===== config.mk =====
export PLATFORM = sky130hd
export DESIGN_NAME = dmi_halt_injector_flat
export DESIGN_NICKNAME = d
export VERILOG_FILES = /design/src/rtl/dmi_halt_injector_if.sv /design/src/rtl/dmi_halt_injector.sv /design/src/flat_wrapper.sv
export SDC_FILE = /design/constraint.sdc
export NUM_CORES = 1
export LEC_CHECK = 0
export CAP_MARGIN = 10
export CELL_PAD_IN_SITES_DETAIL_PLACEMENT = 1
export CELL_PAD_IN_SITES_GLOBAL_PLACEMENT = 1
export CORE_AREA = 4 4 69 134
export DETAILED_ROUTE_END_ITERATION = 7
export DIE_AREA = 0 0 73 138
export GPL_ROUTABILITY_DRIVEN = 0
export GPL_TIMING_DRIVEN = 0
export PLACE_DENSITY_LB_ADDON = 0.08
export SYNTH_ARGS = -nofsm -noshare
export SYNTH_HDL_FRONTEND = slang
export SYNTH_SLANG_ARGS = --single-unit

===== constraint.sdc =====
create_clock -name clk_i -period 2.57 [get_ports clk_i]
set_input_delay 0.514 -clock clk_i [delete_from_list [all_inputs] [get_ports clk_i]]
set_output_delay 0.514 -clock clk_i [all_outputs]
set_load 0.05 [all_outputs]

===== src/rtl/dmi_halt_injector_if.sv =====
// DMI request/response link: request {addr[6:0], op[1:0], data[31:0]}, response {data[31:0], resp[1:0]}.
// A transfer on either channel completes in a cycle where valid and ready are both high; the request
// payload stays stable from valid rising until that cycle, and valid never drops before it.
interface dmi_halt_injector_if;
    logic [40:0] req;
    logic        req_valid;
    logic        req_ready;
    logic [33:0] resp;
    logic        resp_valid;
    logic        resp_ready;

    modport master (
        output req, req_valid, resp_ready,
        input  req_ready, resp, resp_valid
    );

    modport slave (
        input  req, req_valid, resp_ready,
        output req_ready, resp, resp_valid
    );
endinterface


===== src/rtl/dmi_halt_injector.sv =====
// Sits between the DTM and dm_csrs, passing host DMI traffic through and arbitrating in local
// dmcontrol writes: dmactive after reset, haltreq/resumereq following a filtered halt pin.
module dmi_halt_injector #(
    parameter int unsigned SyncStages    = 2,
    parameter int unsigned FilterCycles  = 4,
    parameter logic [6:0]  DmcontrolAddr = 7'h10
) (
    input  logic                        clk_i,
    input  logic                        rst_ni,
    input  logic                        halt_req_pin_i,
    input  logic                        dmi_rst_ni,
    dmi_halt_injector_if.slave          host,
    dmi_halt_injector_if.master         dm,
    output logic                        dmi_rst_no,
    output logic                        halt_active_o,
    output logic                        inj_busy_o,
    output logic                        inj_err_o,
    output logic [2:0]                  state_o
);

    localparam int unsigned CntW = (FilterCycles > 1) ? $clog2(FilterCycles) : 1;
    localparam logic [CntW-1:0] CntMax = CntW'(FilterCycles - 1);
    localparam logic [31:0] InitData   = 32'h0000_0001;
    localparam logic [31:0] HaltData   = 32'h8000_0001;
    localparam logic [31:0] ResumeData = 32'h4000_0001;
    localparam logic [1:0]  OpWrite    = 2'h2;

    typedef enum logic [2:0] {
        INIT_REQ = 3'd0,
        INIT_RSP = 3'd1,
        IDLE     = 3'd2,
        HOST_RSP = 3'd3,
        INJ_REQ  = 3'd4,
        INJ_RSP  = 3'd5
    } state_e;

    state_e                state_q, state_d;
    logic [SyncStages-1:0] sync_q, sync_d;
    logic                  filt_q, filt_d;
    logic [CntW-1:0]       cnt_q, cnt_d;
    logic                  sent_q, sent_d;
    logic                  lvl_q, lvl_d;
    logic                  err_q, err_d;
    logic                  synced;
    logic                  inject_now;

    assign synced     = sync_q[SyncStages-1];
    assign inject_now = (filt_q != sent_q);

    always_ff @(posedge clk_i) begin
        if (!rst_ni) begin
            state_q <= INIT_REQ;
            sync_q  <= '0;
            filt_q  <= 1'b0;
            cnt_q   <= '0;
            sent_q  <= 1'b0;
            lvl_q   <= 1'b0;
            err_q   <= 1'b0;
        end else begin
            state_q <= state_d;
            sync_q  <= sync_d;
            filt_q  <= filt_d;
            cnt_q   <= cnt_d;
            sent_q  <= sent_d;
            lvl_q   <= lvl_d;
            err_q   <= err_d;
        end
    end

    always_comb begin
        sync_d  = {sync_q[SyncStages-2:0], halt_req_pin_i};
        filt_d  = filt_q;
        cnt_d   = '0;
        state_d = state_q;
        sent_d  = sent_q;
        lvl_d   = lvl_q;
        err_d   = err_q;

        // The filtered level only flips after FilterCycles consecutive cycles of disagreement.
        if (synced != filt_q) begin
            if (cnt_q == CntMax) begin
                filt_d = ~filt_q;
            end else begin
                cnt_d = cnt_q + CntW'(1);
            end
        end

        unique case (state_q)
            INIT_REQ: if (dm.req_ready) state_d = INIT_RSP;
            INIT_RSP: begin
                if (dm.resp_valid) begin
                    state_d = IDLE;
                    if (dm.resp[1:0] != 2'b00) err_d = 1'b1;
                end
            end
            IDLE: begin
                if (inject_now) begin
                    state_d = INJ_REQ;
                    lvl_d   = filt_q;
                end else if (host.req_valid && dm.req_ready) begin
                    state_d = HOST_RSP;
                end
            end
            HOST_RSP: if (dm.resp_valid && host.resp_ready) state_d = IDLE;
            INJ_REQ:  if (dm.req_ready) state_d = INJ_RSP;
            INJ_RSP: begin
                if (dm.resp_valid) begin
                    state_d = IDLE;
                    sent_d  = lvl_q;
                    if (dm.resp[1:0] != 2'b00) err_d = 1'b1;
                end
            end
            default: state_d = INIT_REQ;
        endcase
    end

    always_comb begin
        dm.req          = '0;
        dm.req_valid    = 1'b0;
        dm.resp_ready   = 1'b0;
        host.req_ready  = 1'b0;
        host.resp       = '0;
        host.resp_valid = 1'b0;

        unique case (state_q)
            INIT_REQ: begin
                dm.req       = {DmcontrolAddr, OpWrite, InitData};
                dm.req_valid = 1'b1;
            end
            INIT_RSP: dm.resp_ready = 1'b1;
            IDLE: begin
                if (!inject_now) begin
                    dm.req         = host.req;
                    dm.req_valid   = host.req_valid;
                    host.req_ready = dm.req_ready;
                end
            end
            HOST_RSP: begin
                host.resp       = dm.resp;
                host.resp_valid = dm.resp_valid;
                dm.resp_ready   = host.resp_ready;
            end
            INJ_REQ: begin
                dm.req       = {DmcontrolAddr, OpWrite, lvl_q ? HaltData : ResumeData};
                dm.req_valid = 1'b1;
            end
            INJ_RSP: dm.resp_ready = 1'b1;
            default: ;
        endcase

        // Handshakes are held off while reset is asserted so nothing leaks before the FSM restarts.
        if (!rst_ni) begin
            dm.req_valid    = 1'b0;
            dm.resp_ready   = 1'b0;
            host.req_ready  = 1'b0;
            host.resp_valid = 1'b0;
        end
    end

    assign dmi_rst_no    = dmi_rst_ni;
    assign halt_active_o = sent_q;
    assign inj_err_o     = err_q;
    assign inj_busy_o    = (state_q == INIT_REQ) || (state_q == INIT_RSP) ||
                           (state_q == INJ_REQ)  || (state_q == INJ_RSP);
    assign state_o       = state_q;

endmodule


===== src/flat_wrapper.sv =====
// flat-port wrapper written by rule: the top's interface ports become plain ports
module dmi_halt_injector_flat 
#(
    parameter int unsigned SyncStages    = 2,
    parameter int unsigned FilterCycles  = 4,
    parameter logic [6:0]  DmcontrolAddr = 7'h10
)
  (clk_i, rst_ni, halt_req_pin_i, dmi_rst_ni, dmi_rst_no, halt_active_o, inj_busy_o, inj_err_o, state_o, host_req, host_req_valid, host_resp_ready, host_req_ready, host_resp, host_resp_valid, dm_req, dm_req_valid, dm_resp_ready, dm_req_ready, dm_resp, dm_resp_valid);
  dmi_halt_injector_if host_i ();
  dmi_halt_injector_if dm_i ();
  input  logic clk_i;
  input  logic rst_ni;
  input  logic halt_req_pin_i;
  input  logic dmi_rst_ni;
  output logic dmi_rst_no;
  output logic halt_active_o;
  output logic inj_busy_o;
  output logic inj_err_o;
  output logic [2:0] state_o;
  input wire logic [$bits(host_i.req)-1:0] host_req;
  input wire logic [$bits(host_i.req_valid)-1:0] host_req_valid;
  input wire logic [$bits(host_i.resp_ready)-1:0] host_resp_ready;
  output wire logic [$bits(host_i.req_ready)-1:0] host_req_ready;
  output wire logic [$bits(host_i.resp)-1:0] host_resp;
  output wire logic [$bits(host_i.resp_valid)-1:0] host_resp_valid;
  output wire logic [$bits(dm_i.req)-1:0] dm_req;
  output wire logic [$bits(dm_i.req_valid)-1:0] dm_req_valid;
  output wire logic [$bits(dm_i.resp_ready)-1:0] dm_resp_ready;
  input wire logic [$bits(dm_i.req_ready)-1:0] dm_req_ready;
  input wire logic [$bits(dm_i.resp)-1:0] dm_resp;
  input wire logic [$bits(dm_i.resp_valid)-1:0] dm_resp_valid;
  assign host_i.req = host_req;
  assign host_i.req_valid = host_req_valid;
  assign host_i.resp_ready = host_resp_ready;
  assign host_req_ready = host_i.req_ready;
  assign host_resp = host_i.resp;
  assign host_resp_valid = host_i.resp_valid;
  assign dm_req = dm_i.req;
  assign dm_req_valid = dm_i.req_valid;
  assign dm_resp_ready = dm_i.resp_ready;
  assign dm_i.req_ready = dm_req_ready;
  assign dm_i.resp = dm_resp;
  assign dm_i.resp_valid = dm_resp_valid;
  dmi_halt_injector #(.SyncStages(SyncStages), .FilterCycles(FilterCycles), .DmcontrolAddr(DmcontrolAddr)) u_core (.clk_i(clk_i), .rst_ni(rst_ni), .halt_req_pin_i(halt_req_pin_i), .dmi_rst_ni(dmi_rst_ni), .host(host_i), .dm(dm_i), .dmi_rst_no(dmi_rst_no), .halt_active_o(halt_active_o), .inj_busy_o(inj_busy_o), .inj_err_o(inj_err_o), .state_o(state_o));
endmodule

# After elaboration in Yosys (flattened, before gate mapping)
# Cells that the tools add are included.
dict set report totals {
  regBits 11
  inputBits 83
  out_inout_bits 86
  wordCells 60
}
dict set report op_classes {
  addsub 1
  eq_ne 13
  muxes 21
  n_bitwise 3
  n_reduce_logical 15
}
# op count
set ops {}
lappend ops {{$pmux W41 S3} 1}
lappend ops {{$mux W41} 1}
lappend ops {{$mux W34} 1}
lappend ops {{$mux W32} 1}
lappend ops {{$mux W3} 6}
lappend ops {{$pmux W3 S5} 1}
lappend ops {{$mux W1} 8}
lappend ops {{$eq A3 B2 Y1 const B} 2}
lappend ops {{$eq A3 B3 Y1 const B} 2}
lappend ops {{$reduce_and A2 Y1} 3}
lappend ops {{$reduce_and A5 Y1} 1}
lappend ops {{$ne A2 B1 Y1 const B} 2}
lappend ops {{$ne A2 B2 Y1 const B} 2}
lappend ops {{$pmux W1 S2} 2}
lappend ops {{$reduce_or A2 Y1} 2}
lappend ops {{$eq A3 B1 Y1 const B} 1}
lappend ops {{$logic_not A3 Y1} 1}
lappend ops {{$logic_or A1 B1 Y1} 3}
lappend ops {{$ne A3 B1 Y1 const B} 1}
lappend ops {{$not A1 Y1} 3}
lappend ops {{$reduce_and A3 Y1} 1}
lappend ops {{$reduce_or A3 Y1} 1}
lappend ops {{$add A2 B1 Y2 const B} 1}
lappend ops {{$eq A2 B2 Y1 const B} 1}
lappend ops {{3 further kinds} 5}

# Logic depth before layout (Yosys ltp)
dict set report depth {
  word_depth 4
  depth_mapped 6
}

# Worst setup path after synthesis
# Ideal clock, no wire load.
dict set report synth_path {
  path_kind {register -> output}
  from {register u_core.state_q[1] (netlist: u_core.state_o[1])}
  to {output port dm_req_valid}
  t_arrival_ps 2168
  required_ps 2056
  setup_slack_ps -112
  path_stages_with_launch 7
  n_path_buf 2
  path_cell_list {dfxtp_1 -> buf_2 -> nor3b_1 -> and2_4 -> buf_6 -> a21oi_1 -> nor2b_1}
}
dict set report synth_via {
  elab_chain_cells 4
  elab_cells_between_ends 6
}
# element line_no
set synth_lines {}
lappend synth_lines {{start: declaration} dmi_halt_injector.sv:37} ;# state_e state_q, state_d;
lappend synth_lines {{start signal: assignment} dmi_halt_injector.sv:60} ;# state_q <= state_d;
lappend synth_lines {{$eq A3 B3 Y1 or $logic_not A3 Y1 (tied branches)} dmi_halt_injector.sv:125} ;# unique case (state_q)
lappend synth_lines {{$reduce_or A2 Y1 (no source line)} --}
lappend synth_lines {{$pmux W1 S2 *} dmi_halt_injector.sv:125}
lappend synth_lines {{$mux W1 *} dmi_halt_injector.sv:152} ;# if (!rst_ni) begin
lappend synth_lines {{end: declaration} flat_wrapper.sv:27} ;# output wire logic [$bits(dm_i.req_valid)-1:0] dm_req_valid;
# Every way passes the cells marked *; elsewhere a longest branch is shown, timed or not.

# Worst setup path in the final report
dict set report layout_path {
  from {register u_core.state_q[1] (netlist: u_core.state_o[1])}
  to {output port dm_req[0]}
}
dict set report layout_via {
  elab_chain_cells 2
  elab_cells_between_ends 4
}
# element line_no
set layout_lines {}
lappend layout_lines {{$eq A3 B3 Y1, or another cell as far along} dmi_halt_injector.sv:125}
lappend layout_lines {{$pmux W41 S3 *} dmi_halt_injector.sv:125}
lappend layout_lines {{end: declaration} flat_wrapper.sv:26} ;# output wire logic [$bits(dm_i.req)-1:0] dm_req;
# Marks and branches as above.

==> flow_summary.yaml <==
run_status:
  status: "complete, no violations"
clock_tree:
  postCtsSetupBuffers: 0
  cts_sinks: 11
  cts.clk_slew.worst_paths_ns: 0.04
  clk_latency_ns: 0.24
  clock_path_buffers: 2
  cts-hold-fix-buffers: 0
  htree_levels: 1
  cts_tree: "done"
  numCtsBuffers: 3
  cts-root-buf: "clkbuf_16"
sta:
  slew_headroom_pct: 64.7
  fin_setup_tns_ns: 0
  worst_pin_slew_ns: 0.527
  fin_crit_ns: 2.42
  timing.final.crit_share_pct: 94.3
  setup_viol: 0
  hold_viol_final: 0
  fmax_ghz: 0.412
  finClkSkew_ns: 0.00416
  drv_slew: 0
  rsz0062_at_grt: "false"
power_and_ir_drop:
  leakagePower_nw: 1.39
  ir_worst_vdd_v: 0.000180
  power.density_mw_per_mm2: 376
  p_total_mw: 1.09
floorplanning:
  initial_core_util_pct: 13.5
  die_y_um: 138
  die_x_um: 73
  ios: 169
  rows: 47
  coreArea_mm2: 0.00829
  dieArea_mm2: 0.0101
layout:
  diodes: 0
  syn_to_final_growth_pct: 157
  final_cells: 427
  drive_above_1_share_pct: 28.3
  finalNetCount: 414
  utilization_pct: 34.8
  final_cell_area_mm2: 0.00289
routing:
  dr.pass1.iters: 3
  num_vias: 1792
  via_per_inst: 4.20
  drt-total-wl_um: 6870
  dr.first_iter.drc_count: 12
  routedWlPerCell_um: 16.1
  ant_nets: 0
  drc: 0
flow_run:
  timing.max_cap.violations: 0
yosys:
  synth_top_cell_by_area: "and3_1"
  synth-compound-area-share_pct: 11.9
  synthTopCellsByArea: "and3_1, and2_1, dfxtp_1"
  ys_ff_latch: 11
  synth_top_area_share_pct: 21.7
  synth_simple_gate_area_share_pct: 54.6
  synth_cell_types: 33
  synth-main-ff-cell: "dfxtp_1"
  synth-edff-count: 0
  synth_mux_area_share_pct: 2.68
  synth_fa_ha_area_share_pct: 1.11
  synth_top_family_by_area: "simple AND/OR/NAND/NOR gates"
  syn_area_mm2: 0.00112
  yosysWarningCount: 0
  postSynthCellCount: 158
  avgSynthCellArea_um2: 7.10
  synth_xor_area_share_pct: 1.56
  synth-seq-area-share_pct: 19.6
  async_flop_share_pct: 0
  synthesis.nets: 242
setup_path:
  critPathLaunchType: "register"
  critPathKind: "reg -> out"
  crit_buf_inv: 3
  slowest_delay_ns: 0.50
  cp_slowest_cell: "clkdlybuf4s15_1"
  cp_max_fo: 10
  cp-end-kind: "output pin"
  cpLargestDelayFamily: "buffers and inverters"
  arrival_ns: 1.91
  r2r_start: "u_core.state_o[0]"
  worst_ep_required_time_ns: 2.06
  path_cells: "buf_2, nor3b_2, and2_4, buf_6, a21o_1, clkdlybuf4s15_1"
  startpoint: "u_core.state_o[1]"
grt:
  grt_overflow_total: 0
  grt_use_total_pct: 13.4
  antenna_found_initial: 0
  grt_max_degree: 11
  grt_pass1_wl_um: 10400
  grt_pass1_vias: 1917
min_path:
  min-delay-start: "u_core.sync_q[0]"
  hold_path.class: "reg -> reg"
placed_design:
  dpl.hpwl_um: 6170
  place_area_mm2: 0.00292
  placed_cells: 423
  io_buffers: 167
## cells in the final DEF (no fill, tap or decap), drive strengths merged
master         count
a32o               1
o22ai              1
nand2b             2
a21boi             1
dfxtp             11
inv                2
clkdlybuf4s50     87
nor4b              1
nor3b              1
o21ai              6
nor2               3
o21a               1
o211ai             1
mux2i              3
buf               25
nor4bb             1
clkdlybuf4s18      1
nand4              1
and2              37
a21o               3
xnor2              2
ha                 1
clkdlybuf4s15     36
a221oi             1
nand3b             1
a211oi             1
clkbuf            34
and3              39
nand2              8
nor3               2
nor2b              5
a21oi              4
dlygate4sd2        6
## cell usage after synthesis, drive strengths merged (2+ instances only)
master and number:
clkbuf 11, xnor2 2, nor3 2, and3 39, nor2 3, dfxtp 11
a21o 3, nand2 8, mux2i 3, and2 37, nor2b 5, buf 7
inv 2, a21oi 4, nand2b 2, o21ai 6
## layout make-up
type,count,area (um2)
repair buffers,167,1550
fillers,1025,5400
clock buffers,4,78.8
multi-input cells,127,815
inverters,2,7.51
flip-flops and latches,11,220
plain buffers,18,96.3
well taps,98,123
## registers in the layout, indices dropped and copies added, names as in the netlist
register,count
u_core.halt_active_o,1
u_core.inj_err_o,1
u_core.filt_q,1
u_core.state_o,3
u_core.sync_q,2
u_core.lvl_q,1
u_core.cnt_q,2
## metal layers
layer	global-route usage, %	wire, um	up-vias
met3	4.94	737	8
met4	4.77	158	0
li1	-	-	879
met2	27.3	4020	118
met1	10.6	1950	787
met5	0	0	-
## cells by family after synthesis
| kind of cell | Yosys count |
|---|---|
| buffers and inverters | 20 |
| muxes | 3 |
| AOI/OAI and AO/OA | 20 |
| adders and majority gates | 1 |
| xor gates and xnor gates | 2 |
| DFF | 11 |
| and+or+nand+nor | 101 |
## stage by stage
step | hold slack [ns] | setup slack, ns
2_1_floorplan | 0.406 | 0.134
3_3_place_gp | 0.417 | -0.564
3_5_place_dp | 0.421 | -0.610
4_1_cts | 0.431 | 0.000326
5_1_grt | 0.443 | 0.00193
6_report | 0.429 | 0.145
## final timing paths
path / end / slack, ns / cells past startpoint
max: dm_req[0] / 0.15 / 6
min: u_core.sync_q[1] / 0.43 / 1
max reg2reg: u_core.state_o[2] / 1.06 / 4
min reg2reg: u_core.sync_q[1] / 0.43 / 1
## what timing repair did
item | CTS | global route
resized for setup | 271 | 39
pin swaps | 0 | 0
setup endpoints to repair | 79 | 73
## power by group
group          total [mW]  switching, mW  internal, mW
Combinational       0.614          0.369         0.245
Sequential          0.187        0.00778         0.180
Clock               0.286         0.0773         0.208
Total                1.09          0.454         0.633
Power figures use the tool's default switching activity.
